### src/rtl/gate_reduce_unit.sv
// Burst reducer: folds a stream of WIDTH-bit beats with a selectable bitwise gate
// and presents the result, beat count and zero flag over a valid/ready handshake.
module gate_reduce_unit #(
    parameter int WIDTH = 8,
    parameter int CNT_W = 4
) (
    input  logic             clk,
    input  logic             rst,
    input  logic [2:0]       op,
    input  logic             in_valid,
    output logic             in_ready,
    input  logic [WIDTH-1:0] in_data,
    input  logic             in_last,
    output logic             out_valid,
    input  logic             out_ready,
    output logic [WIDTH-1:0] out_data,
    output logic [CNT_W-1:0] out_count,
    output logic             out_zero
);

    typedef enum logic [1:0] {IDLE, ACC, HOLD} state_t;

    state_t           state, state_nx;
    logic [WIDTH-1:0] acc;
    logic [CNT_W-1:0] cnt;
    logic [2:0]       op_q;

    logic             accept;
    logic [2:0]       op_eff;
    logic [WIDTH-1:0] reduced;
    logic [WIDTH-1:0] final_data;
    logic [CNT_W-1:0] cnt_nx;

    // 11x decodes to the OR base with inversion, i.e. NOR.
    function automatic logic [WIDTH-1:0] gate_base(input logic [2:0] sel,
                                                   input logic [WIDTH-1:0] a,
                                                   input logic [WIDTH-1:0] b);
        case (sel)
            3'b000, 3'b011: return a & b;
            3'b010, 3'b101: return a ^ b;
            default:        return a | b;
        endcase
    endfunction

    function automatic logic [WIDTH-1:0] gate_finish(input logic [2:0] sel,
                                                     input logic [WIDTH-1:0] x);
        return (sel >= 3'b011) ? ~x : x;
    endfunction

    function automatic logic [CNT_W-1:0] sat_inc(input logic [CNT_W-1:0] c);
        return (&c) ? c : c + CNT_W'(1);
    endfunction

    always_comb begin
        // First beat of a burst uses the live op; later beats use the latched one.
        op_eff     = (state == IDLE) ? op : op_q;
        reduced    = (state == IDLE) ? in_data : gate_base(op_eff, acc, in_data);
        final_data = gate_finish(op_eff, reduced);
        cnt_nx     = sat_inc((state == IDLE) ? '0 : cnt);
    end

    always_comb begin
        state_nx  = state;
        in_ready  = 1'b0;
        out_valid = 1'b0;
        accept    = 1'b0;
        case (state)
            IDLE, ACC: begin
                in_ready = 1'b1;
                accept   = in_valid;
                if (in_valid) begin
                    state_nx = in_last ? HOLD : ACC;
                end
            end
            HOLD: begin
                out_valid = 1'b1;
                if (out_ready) begin
                    state_nx = IDLE;
                end
            end
            default: state_nx = IDLE;
        endcase
    end

    always_ff @(posedge clk) begin
        if (rst) begin
            state     <= IDLE;
            acc       <= '0;
            cnt       <= '0;
            op_q      <= 3'b000;
            out_data  <= '0;
            out_count <= '0;
            out_zero  <= 1'b0;
        end else begin
            state <= state_nx;
            if (accept) begin
                acc <= reduced;
                cnt <= cnt_nx;
                if (state == IDLE) begin
                    op_q <= op;
                end
                if (in_last) begin
                    out_data  <= final_data;
                    out_count <= cnt_nx;
                    out_zero  <= (final_data == '0);
                end
            end
        end
    end

endmodule

### config.mk
export PLATFORM = sky130hd
export DESIGN_NAME = gate_reduce_unit
export DESIGN_NICKNAME = d
export VERILOG_FILES = /design/src/rtl/gate_reduce_unit.sv
export SDC_FILE = /design/constraint.sdc
export NUM_CORES = 1
export LEC_CHECK = 0
export CAP_MARGIN = 40
export CORE_MARGIN = 1.5
export CORE_UTILIZATION = 48
export DETAILED_ROUTE_END_ITERATION = 8
export GPL_ROUTABILITY_DRIVEN = 0
export PLACE_DENSITY = 0.72
export REMOVE_ABC_BUFFERS = 1
export SLEW_MARGIN = 20
export SYNTH_ARGS = -nofsm -noshare
export SYNTH_HDL_FRONTEND = slang
export SYNTH_SLANG_ARGS = --single-unit
### constraint.sdc
create_clock -name clk -period 2.05 [get_ports clk]
set_clock_uncertainty 0.15 [all_clocks]
set_input_delay 0.205 -clock clk [delete_from_list [all_inputs] [get_ports clk]]
set_output_delay 0.205 -clock clk [all_outputs]
set_load 0.03 [all_outputs]
==> results.sh <==
export IMPL_irDropWorstVdd_v=0.000526
export IMPL_layout_drive_gt1_share_pct=22.8
export IMPL_start_util_pct=50.9
export IMPL_cp_max_fo=6
export IMPL_stdcell_count=342
export IMPL_synth_top_family_by_area="simple AND/OR/NAND/NOR gates"
export IMPL_maxCapViolations=0
export IMPL_synthFlopType="dfxtp_1"
export IMPL_arrival_ps=2150
export IMPL_hpwl_um=3220
export IMPL_finalNetCount=326
export IMPL_grt_pass1_vias=1658
export IMPL_fmax_mhz=480
export IMPL_die_x_um=66.0
export IMPL_synth_top_area_share_pct=31.5
export IMPL_routed_wirelength_um=4550
export IMPL_critPathLaunchType="flip-flop"
export IMPL_rows=22
export IMPL_reg2reg_to="out_data[3]"
export IMPL_track_usage_pct=22.0
export IMPL_yosysSeqAreaShare_pct=31.5
export IMPL_min_path_type="reg2reg"
export IMPL_yosys_area_share_simple_pct=22.8
export IMPL_h_tree_depth=2
export IMPL_antenna_found_initial=0
export IMPL_cts_made_buffers=5
export IMPL_worstHoldStart="out_data[5]"
export IMPL_cts_path_max_buffers=2
export IMPL_path_class="reg2reg"
export IMPL_syn_area_per_cell_um2=8.18
export IMPL_rsz0062_at_grt="true"
export IMPL_async_flop_share_pct=0
export IMPL_core_area_mm2=0.00374
export IMPL_first_pass_iters=4
export IMPL_fp_dieH_um=66.0
export IMPL_synth_compound_area_share_pct=20.5
export IMPL_r2r_cells=8
export IMPL_syn_instance_count=233
export IMPL_hold_violations=0
export IMPL_cts_root_buf="clkbuf_8"
export IMPL_synthXorXnorAreaFrac_pct=4.53
export IMPL_synth_edf_count=0
export IMPL_netlist_area_mm2=0.00191
export IMPL_violations="negative setup slack"
export IMPL_fin_crit_ps=2080
export IMPL_grt_overflow_total=0
export IMPL_p_leak_nw=1.12
export IMPL_grt_max_degree=24
export IMPL_worstHoldEndpoint="out_data[5]"
export IMPL_area_delta_synth_final_pct=40.4
export IMPL_synthAdderAreaFrac_pct=11.2
export IMPL_setup_viol=2
export IMPL_finalCritPeriodShare_pct=102
export IMPL_drc_errors=0
export IMPL_drt_iter0_markers=38
export IMPL_cp_end_kind="flip-flop"
export IMPL_min_delay_path_depth=2
export IMPL_r2r_slack_ps=-30
export IMPL_drv_slew=0
export IMPL_status="finished, violations left"
export IMPL_antenna_cells=0
export IMPL_pre_cts_slack_ps=-161
export IMPL_p_per_area_mw_per_mm2=730
export IMPL_synth_distinct_cells=51
export IMPL_cts_sinks=30
export IMPL_hold_buffers=0
export IMPL_placed_cells=330
export IMPL_vias=1815
export IMPL_slew_headroom_pct=69.1
export IMPL_synthMuxAreaShare_pct=2.69
export IMPL_r2r_start="op_q[0]"
export IMPL_fin_ws_ps=-32.6
export IMPL_yosys_top_cells_area="dfxtp_1 (32%), ha_1 (11%), nand2_1 (5.9%)"
export IMPL_path_clk_slew_ps=70
export IMPL_clkLatencyLatePin_ps=290
export IMPL_port_buffers=30
export IMPL_ys_seq_elements=30
export IMPL_yosysTopAreaCell="dfxtp_1"
export IMPL_die_area_mm2=0.00436
export IMPL_tightest_slew_ps=451
export IMPL_grt_pass1_wl_um=7320
export IMPL_holdWs_ps=303
export IMPL_via_per_inst=5.31
export IMPL_design_portCount=31
export IMPL_yosysWarnings=0
export IMPL_antenna_left=0
export IMPL_crit_required_ps=2120
export IMPL_wl_per_cell_um=13.3
export IMPL_cts_tree="yes"
## area by class of cell
| type | instances | area [um^2] |
|---|---|---|
| clock buffer | 6 | 82.6 |
| clock inverter | 2 | 60.1 |
| fill | 322 | 1070 |
| inverter | 17 | 63.8 |
| multi-input combinational | 174 | 1220 |
| sequential | 30 | 607 |
| tap | 48 | 60.1 |
| timing repair buffer | 65 | 579 |
## worst max-delay path by stage
stage	from	endpoint	slack [ps]
6_report	op_q[0]	out_data[3]	-30
5_1_grt	op_q[0]	out_zero	-130
4_1_cts	state[1]	out_zero	-20
3_5_place_dp	op[0]	out_data[0]	-160
3_3_place_gp	op[0]	out_data[0]	-110
2_1_floorplan	state[1]	out_data[3]	-230
## what timing repair did
item | CTS | global route
setup endpoints to repair | 1 | 12
gates resized for setup | 4 | 11
buffers inserted | 1 | 3
pin swaps | 1 | 8
hold endpoints to repair | 0 | 0
## through the flow
| step | util, % | total power, W | cell area, um^2 | TNS [ps] |
|---|---|---|---|---|
| final | 71.5 | 0.00195 | 2680 | -41.3 |
| after global routing | 71.5 | 0.00205 | 2680 | -609 |
| after CTS | 69.7 | 0.00193 | 2610 | -16.1 |
| after detailed placement | 65.3 | 0.00118 | 2440 | -522 |
| after global placement | 65.3 | 0.00117 | 2440 | -311 |
| after floorplan | - | 0.000956 | 1840 | -364 |
## synth_stat cells, drive strengths merged (4+ instances only)
cell,number
nor2,24
a22o,6
xnor2,7
mux2i,4
a21oi,21
and2,5
a211oi,15
buf,7
dfxtp,30
nand2,30
ha,17
nor3,10
clkbuf,5
inv,17
## cells by family after synthesis
logic type	after synthesis
AOI/OAI and AO/OA	56
xor gates and xnor gates	9
adders and majority gates	17
buffers and inverters	29
DFF	30
muxes	5
and+or+nand+nor	87
## worst max-delay path, stage by stage (launching register included)
cell     delay, ps
dfxtp_2        330
and2b_4        290
nor4_4          50
buf_4          160
a22o_1         180
a211o_1        280
and2_4         160
or3_1          300
a21oi_1        110
## routing by layer
metal | vias to the layer above | wire length [um] | share of wire [%] | global-route usage, %
li1 | 927 | - | - | -
met3 | 10 | 225 | 4.9 | 5.11
met2 | 43 | 2200 | 48 | 37.1
met5 | - | 0 | 0 | 0
met4 | 0 | 94 | 2.1 | 8.93
met1 | 835 | 2030 | 45 | 27.0
## cells in the final DEF, fill, tap and decap left out, drive strengths merged, types with 7 or more instances in the layout
cell           Yosys  final
a211oi            15     15
a21oi             21     21
buf                7     35
clkdlybuf4s50      0     30
dfxtp             30     30
ha                17     17
inv               17     17
nand2             30     30
nor2              24     24
nor3              10     10
xnor2              7      7
## registers in the layout (all words and copies together), names as in the netlist
signal,flops
cnt,4
out_data,8
acc,8
out_count,4
out_zero,1
state,2
op_q,3
## where the power goes
group	switching (W)	internal, W	leakage, nW
logic	0.000281	0.000273	0.796
registers	0.0000309	0.000624	0.248
clock network	0.000227	0.000518	0.0714
Note: power is estimated with default switching activity, not from simulation.
